===== config.mk =====
export PLATFORM = sky130hd
export DESIGN_NAME = multimode_ring_counter
export DESIGN_NICKNAME = d
export VERILOG_FILES = /design/src/rtl/multimode_ring_counter.sv
export SDC_FILE = /design/constraint.sdc
export NUM_CORES = 1
export LEC_CHECK = 0
export CORE_MARGIN = 2
export CORE_UTILIZATION = 35
export DETAILED_ROUTE_END_ITERATION = 10
export GPL_TIMING_DRIVEN = 0
export SLEW_MARGIN = 20
export SYNTH_ARGS = -nofsm -noshare
export SYNTH_HDL_FRONTEND = slang
export SYNTH_SLANG_ARGS = --single-unit
export TNS_END_PERCENT = 100

===== constraint.sdc =====
create_clock -name clk -period 2.4 [get_ports clk]
set_input_delay 0.48 -clock clk [delete_from_list [all_inputs] [get_ports clk]]
set_output_delay 0.48 -clock clk [all_outputs]
set_load 0.05 [all_outputs]

===== src/rtl/multimode_ring_counter.sv =====
// multimode_ring_counter: WIDTH-bit sequencer counting as one-hot ring, Johnson, binary or Gray, with illegal-state recovery
// Ports: clk (rising edge), reset (sync, active-high, loads INIT), load/data_in (parallel load, unchecked),
//        enable (one step per edge), mode (00 ring, 01 Johnson, 10 binary, 11 Gray), dir (0 toward MSB/up, 1 toward LSB/down),
//        count (registered value), wrap (pulse: last step closed a full cycle), illegal (pulse: last step recovered a bad state)
module multimode_ring_counter #(
  parameter int WIDTH = 4,
  parameter logic [WIDTH-1:0] INIT = WIDTH'(1)
) (
  input  logic             clk,
  input  logic             reset,
  input  logic             load,
  input  logic             enable,
  input  logic [1:0]       mode,
  input  logic             dir,
  input  logic [WIDTH-1:0] data_in,
  output logic [WIDTH-1:0] count,
  output logic             wrap,
  output logic             illegal
);
  localparam logic [WIDTH-1:0] ONE = WIDTH'(1);
  function automatic logic [WIDTH-1:0] gray2bin(input logic [WIDTH-1:0] g);
    logic [WIDTH-1:0] b;
    b[WIDTH-1] = g[WIDTH-1];
    for (int i = WIDTH - 2; i >= 0; i--) b[i] = b[i+1] ^ g[i];
    return b;
  endfunction
  logic [WIDTH-1:0] bin, bin_nxt, john_nxt, nxt;
  logic ring_ok, john_ok, bin_wrap, nxt_wrap, nxt_ill;
  // one-hot: nonzero with no second bit set
  assign ring_ok = count != '0 && (count & (count - ONE)) == '0;
  // Johnson: a run of ones from the LSB (x & (x+1) == 0) or from the MSB (same test on ~x)
  assign john_ok = (count & (count + ONE)) == '0 || (~count & (~count + ONE)) == '0;
  assign john_nxt = dir ? {~count[0], count[WIDTH-1:1]} : {count[WIDTH-2:0], ~count[WIDTH-1]};
  // binary and Gray share one adder; Gray is stepped in the binary domain
  assign bin = mode[0] ? gray2bin(count) : count;
  assign bin_nxt = dir ? bin - ONE : bin + ONE;
  assign bin_wrap = dir ? bin == '0 : bin == '1;
  always_comb begin
    nxt = bin_nxt;
    nxt_wrap = bin_wrap;
    nxt_ill = 1'b0;
    case (mode)
      2'b00: begin
        nxt = !ring_ok ? ONE : dir ? {count[0], count[WIDTH-1:1]} : {count[WIDTH-2:0], count[WIDTH-1]};
        nxt_wrap = ring_ok && (dir ? count[0] : count[WIDTH-1]);
        nxt_ill = !ring_ok;
      end
      2'b01: begin
        nxt = john_ok ? john_nxt : '0;
        nxt_wrap = john_ok && john_nxt == '0;
        nxt_ill = !john_ok;
      end
      2'b10: nxt = bin_nxt;
      default: nxt = bin_nxt ^ (bin_nxt >> 1);
    endcase
  end
  always_ff @(posedge clk) begin
    if (reset) begin
      count <= INIT;
      wrap <= 1'b0;
      illegal <= 1'b0;
    end else begin
      count <= load ? data_in : enable ? nxt : count;
      wrap <= !load && enable && nxt_wrap;
      illegal <= !load && enable && nxt_ill;
    end
  end
endmodule


======== Word-level counts from Yosys, hierarchy flattened ========
Cells that the tools add are included.
cells by class
  $add $sub $neg .......................... 5
  equal/unequal tests ..................... 3
  muxes and demuxes ....................... 13
  bitwise gates (word level) .............. 10
  reduce and logical (&&, ||, !) cells .... 18
operators with widths
  operator               number
  $mux W4                7
  $logic_not A4 Y1       5
  $add A4 B1 Y4 const B  3
  $and A4 B4 Y4          3
  $pmux W4 S3            1
  $sub A4 B1 Y4 const B  2
  $logic_and A1 B1 Y1    6
  $eq A4 B4 Y1 const B   1
  $not A4 Y4             1
  $pmux W1 S2            2
  $reduce_bool A4 Y1     1
  $xor A4 B3 Y4          1
  $logic_not A1 Y1       3
  $mux W3                1
  $xor A1 B1 Y1          3
  $eq A2 B1 Y1 const B   1
  $eq A2 B2 Y1 const B   1
  $logic_not A2 Y1       1
  $mux W1                2
  $not A1 Y1             2
  $reduce_bool A2 Y1     1
  $logic_or A1 B1 Y1     1
storage, ports and cells
  register bits ........................... 6
  input bits .............................. 11
  word-level logic and storage cells ...... 52

======== Logic depth before layout (Yosys ltp) ========
  word-level depth ........................ 10
  depth in mapped cells ................... 12

======== Worst setup path after synthesis ========
OpenSTA, ideal clock, no wires.
  kind .................................... register -> register
  start ................................... register count[3]
  end ..................................... register count[1]
  arrival time ............................ 2.847 ns
  required time ........................... 2.330 ns
  slack ................................... -0.517 ns
  cell stages (with the launch flop) ...... 13
  period minus slack after synthesis ...... 2.917 ns
  path through ............................ dfxtp_1 > buf_6 > inv_2 > ha_1 > xor2_2 > nand2_1 > xnor2_2 > fa_1 > xor2_1 > xnor2_1 > a31oi_1 > o21ai_0 > a21oi_1
between the ends
  word-level cells in the longest chain between the ends .. 10
  elaborated cells on any way between the ends .. 26
RTL lines
  item                                                   RTL line  text
  start: declaration                                     16        output logic [WIDTH-1:0] count,
  start signal: assignment                               63        count <= load ? data_in : enable ? nxt : count;
  $xor A1 B1 Y1 (3 in series)                            24        for (int i = WIDTH - 2; i >= 0; i--) b[i] = b[i+1] ^ g[i];
  $mux W3                                                35        assign bin = mode[0] ? gray2bin(count) : count;
  $add A4 B1 Y4 / $sub A4 B1 Y4 (equally long branches)  36        assign bin_nxt = dir ? bin - ONE : bin + ONE;
  $mux W4                                                36
  $xor A4 B3 Y4                                          54        default: nxt = bin_nxt ^ (bin_nxt >> 1);
  $pmux W4 S3 *                                          42        case (mode)
  $mux W4 * (2 in series)                                63
Every way passes the cells marked *; elsewhere a longest branch is shown, timed or not. The select of a mux whose other input is x is not followed.
A chain may end at the register's enable or synchronous reset.

======== Worst setup path in the final report ========
  start ................................... input port dir
  end ..................................... register count[1]
between the ends
  word-level cells in the longest chain between the ends .. 5
  elaborated cells on any way between the ends .. 9
RTL lines
  item                                         RTL line    text
  start: declaration                           14          input logic dir,
  $mux W4 (on tied branches)                   36, 33, 44
  $xor A4 B3 Y4, or another cell as far along  54
  $pmux W4 S3 *                                42
  $mux W4 * (2 in series)                      63
Marks and branches as above.

==> results.cfg <==
[global_routing]
number_of_global_route_vias_before_repair = 923
gr-usage-met1_pct = 25.31
global_route.peak_usage_layer = met2
grt_overflow_total = 0
global_route.usage.met3_pct = 2.765
antenna_found_initial = 0
largest_net_degree_at_the_start_of_global_routing = 11
grt_util_met2_pct = 26.74
grt_pass1_wl_um = 4464
grt_usage_pct = 17.42

[sta]
timing.final.hold_violations = 0
timing.clock.skew_ns = 0.006001
maxClockFrequency_ghz = 0.4277
maxSlewHeadroom_pct = 67.03
worst_hold_slack_ns = 0.5088
rsz0062_at_grt = true
final_min_period_over_clock_period_pct = 97.43
final_total_negative_setup_slack_ns = 0
setup_viol = 0
slew_viol_final = 0
max_slew.worst_pin.slew_ns = 0.4930
layout_min_cycle_time_ns = 2.338

[placed_design]
post-dp-hpwl_um = 1942
io_buffer_count = 13
globalplace.congestion = 0.8462

[die]
core_area_um2 = 2710
die_y_um = 56.77
top_level_ports = 17
std_cell_rows = 19
initial_core_util_pct = 35.96
total_die_area_um2 = 3223
die_w_um = 56.77

[worst_setup_path]
timing.critical_path.from_type = input pin
timing.critical_path.fanout_max = 9
critical-path-max-stage-delay_ns = 0.61
path_cells = clkdlybuf4s50_1 > buf_6 > inv_4 > fa_2 > xor2_4 > xnor2_1 > a31oi_1 > o21ai_1 > a21oi_2
crit_type = in2reg
crit_arrival_ns = 2.51
crit_path_end_kind = flop
critical_path_top_delay_cell = sky130_fd_sc_hd__clkdlybuf4s50_1
worst_r2r_path_depth = 11
worst_ep_required_ns = 2.57

[flow_run]
maxCapViolations = 0

[cells_and_area]
diode_count = 0
drive_above_1_share_pct = 36.11
fillers = 275
design.final.nets = 161
sequential_cell_area_in_the_final_layout_um2 = 125.1
layout_overhead_on_the_synthesized_area_pct = 39.15
multi_input_combinational_cell_area_um2 = 854.6

[power_and_ir_drop]
seq_power_share_pct = 15.9
power.combinational.fraction_pct = 71.1
worst_vdd_ir_mv = 0.4662
power.clock.fraction_pct = 13.1
sw_frac_of_total_pct = 42.55
switching_power_mw = 0.3176
cellLeakagePower_nw = 0.5110
cellInternalPower_mw = 0.4288
power.density_cell_area_nw_per_um2 = 550.4

[logic_synthesis]
syn-instance-count = 121
seq_area_frac_synth_pct = 12.32
post_synth_instance_area_um2 = 974.7
synth_xor_xnor_area_share_pct = 8.729
synth_cell_types = 45
asyncSetResetFlopFracSynth_pct = 0
yosys.area_share.simple_pct = 19.90
synth_top_flop_cell = sky130_fd_sc_hd__dfxtp_1
syn_nets = 137
synth-warning-count = 0
synth.avg_cell_area_um2 = 8.055
synth_enable_flop_cells = 0
postSynthRegisterBits = 6
largest_family_of_logic_cells_by_synthesized_area = compound AO/OA/AOI/OAI gates
share_of_synthesized_cell_area_in_full_adder_half_adder_and_majority_cells_pct = 7.189
synth-compound-area-share_pct = 31.32
synth_mux_area_share_pct = 7.574

[clock_network]
clk_latency_ns = 0.24
cts_max_level = 1
clkSinkCount = 6
tritoncts.num_buffers = 3
cts_max_path_buffers = 2
tritoncts = done
clk_pin_slew_ns = 0.05
cts_root_buf = sky130_fd_sc_hd__clkbuf_4

[drt]
postRouteWirelength_um = 2674
wire_per_inst_um = 15.28
detailedRoute.firstIterationViolations = 18
route.antenna.remaining_nets = 0
dr_total_vias = 970
post_drt_via_cell_ratio = 5.543
drt_drc_violations_left = 0
detail_route.first_pass.iterations = 4

[worst_hold_path]
worstHoldPathCells = 2
worst_hold_path_type = in2reg

[status]
run_status = completed
state kept, by name, summed over array words and instances, names as in the netlist:
register	count
wrap	1
count	4
illegal	1
cells by family after synthesis:
family / count (synthesis)
AOI/OAI and AO/OA: 42
xor gates and xnor gates: 8
adders and majority gates: 5
buffers and inverters: 19
DFF: 6
muxes: 6
and+or+nand+nor: 35
synth_stat cells, types with 2 or more instances:
cell | n | area (um^2)
sky130_fd_sc_hd__a211oi_1 | 3 | 22.52
sky130_fd_sc_hd__a21oi_1 | 17 | 85.08
sky130_fd_sc_hd__a31oi_1 | 2 | 12.51
sky130_fd_sc_hd__buf_2 | 3 | 15.01
sky130_fd_sc_hd__buf_6 | 6 | 67.56
sky130_fd_sc_hd__dfxtp_1 | 6 | 120.1
sky130_fd_sc_hd__ha_1 | 4 | 50.05
sky130_fd_sc_hd__inv_1 | 5 | 18.77
sky130_fd_sc_hd__inv_2 | 3 | 11.26
sky130_fd_sc_hd__mux2i_1 | 4 | 40.04
sky130_fd_sc_hd__nand2_1 | 7 | 26.28
sky130_fd_sc_hd__nand3_1 | 3 | 15.01
sky130_fd_sc_hd__nor2_1 | 6 | 22.52
sky130_fd_sc_hd__nor3_1 | 6 | 30.03
sky130_fd_sc_hd__nor3b_1 | 3 | 22.52
sky130_fd_sc_hd__o211ai_2 | 2 | 25.02
sky130_fd_sc_hd__o21ai_0 | 9 | 45.04
sky130_fd_sc_hd__xnor2_1 | 5 | 43.79
path summary, 6_finish.rpt:
| path | from | endpoint | slack, ns |
|---|---|---|---|
| hold / removal | mode[1] | illegal$_SDFF_PP0_ | 0.51 |
| hold reg to reg | count[0]$_SDFFE_PP1P_ | wrap$_SDFF_PP0_ | 0.78 |
| setup / recovery | dir | count[1]$_SDFFE_PP0P_ | 0.06 |
| setup reg to reg | count[2]$_SDFFE_PP0P_ | count[1]$_SDFFE_PP0P_ | 0.09 |
cell type report:
cell class	instances	share of cell area, %
plain buffers	9	5.812
repair buffers	20	13.75
flip-flops and latches	6	9.225
clock buffers	4	1.937
multi-input cells	96	63.01
inverters	9	3.413
well taps	31	2.860
what timing repair did:
item,4_1_cts,5_1_grt
setup endpoints to repair,3,3
cloned,0,0
setup buffers,6,1
resized for setup,4,14
hold buffers,0,0
pin swaps,8,4
through the flow:
step / total power [mW] / std cells / cell area [um^2] / utilization (%) / setup WS, ns
finish: 0.7465 / 175 / 1356 / 50.05 / 0.06164
global route: 0.8097 / 175 / 1356 / 50.05 / -0.01913
CTS: 0.6741 / 175 / 1275 / 47.05 / -0.005604
detailed placement: 0.5324 / 165 / 1180 / 43.54 / -0.1584
global placement: 0.5246 / 165 / 1180 / 43.54 / -0.1588
floorplan: 0.4480 / 121 / 1011 / - / -0.01890
worst max-delay path: cells and delay by family:
kind	cells	cell delay [ns]
buffers and inverters	3	0.88
xor gates and xnor gates	2	0.31
adders and majority gates	1	0.42
AOI/OAI and AO/OA	3	0.40
power groups by stage:
stage,Combinational [mW],Clock (mW),Sequential (mW)
after global placement,0.404,0,0.121
after CTS,0.456,0.102,0.116
after global routing,0.577,0.113,0.120
final,0.530,0.0975,0.119
after floorplan,0.303,0,0.145
after detailed placement,0.412,0,0.121
cell usage in the layout (no fill, tap or decap), types with 2 or more instances in the layout:
cell / Yosys / layout
sky130_fd_sc_hd__a21oi_1: 17 / 14
sky130_fd_sc_hd__clkdlybuf4s50_1: 0 / 13
sky130_fd_sc_hd__o21ai_0: 9 / 8
sky130_fd_sc_hd__buf_4: 1 / 7
sky130_fd_sc_hd__buf_6: 6 / 6
sky130_fd_sc_hd__nor2_1: 6 / 6
sky130_fd_sc_hd__nand2_1: 7 / 6
sky130_fd_sc_hd__nor3_1: 6 / 6
sky130_fd_sc_hd__inv_1: 5 / 5
sky130_fd_sc_hd__mux2i_1: 4 / 4
sky130_fd_sc_hd__dfxtp_1: 6 / 4
sky130_fd_sc_hd__buf_2: 3 / 3
sky130_fd_sc_hd__nor3b_1: 3 / 3
sky130_fd_sc_hd__a21oi_2: 0 / 3
sky130_fd_sc_hd__nand3_1: 3 / 3
sky130_fd_sc_hd__clkbuf_4: 0 / 3
sky130_fd_sc_hd__inv_4: 1 / 2
sky130_fd_sc_hd__nand2_4: 1 / 2
sky130_fd_sc_hd__xnor2_4: 0 / 2
sky130_fd_sc_hd__xor2_4: 0 / 2
sky130_fd_sc_hd__o21ai_1: 1 / 2
sky130_fd_sc_hd__a211oi_1: 3 / 2
sky130_fd_sc_hd__o211ai_2: 2 / 2
sky130_fd_sc_hd__xnor2_1: 5 / 2
sky130_fd_sc_hd__a31oi_1: 2 / 2
sky130_fd_sc_hd__xnor2_2: 1 / 2
sky130_fd_sc_hd__a211oi_2: 1 / 2
sky130_fd_sc_hd__ha_4: 0 / 2
sky130_fd_sc_hd__ha_1: 4 / 2
per-layer routing:
metal	wire length (um)	up-vias
li1	-	482
met1	1228	467
met2	1357	21
met3	88	0
met4	0	0
met5	0	-
No activity file was read; power rests on OpenSTA's default activity.
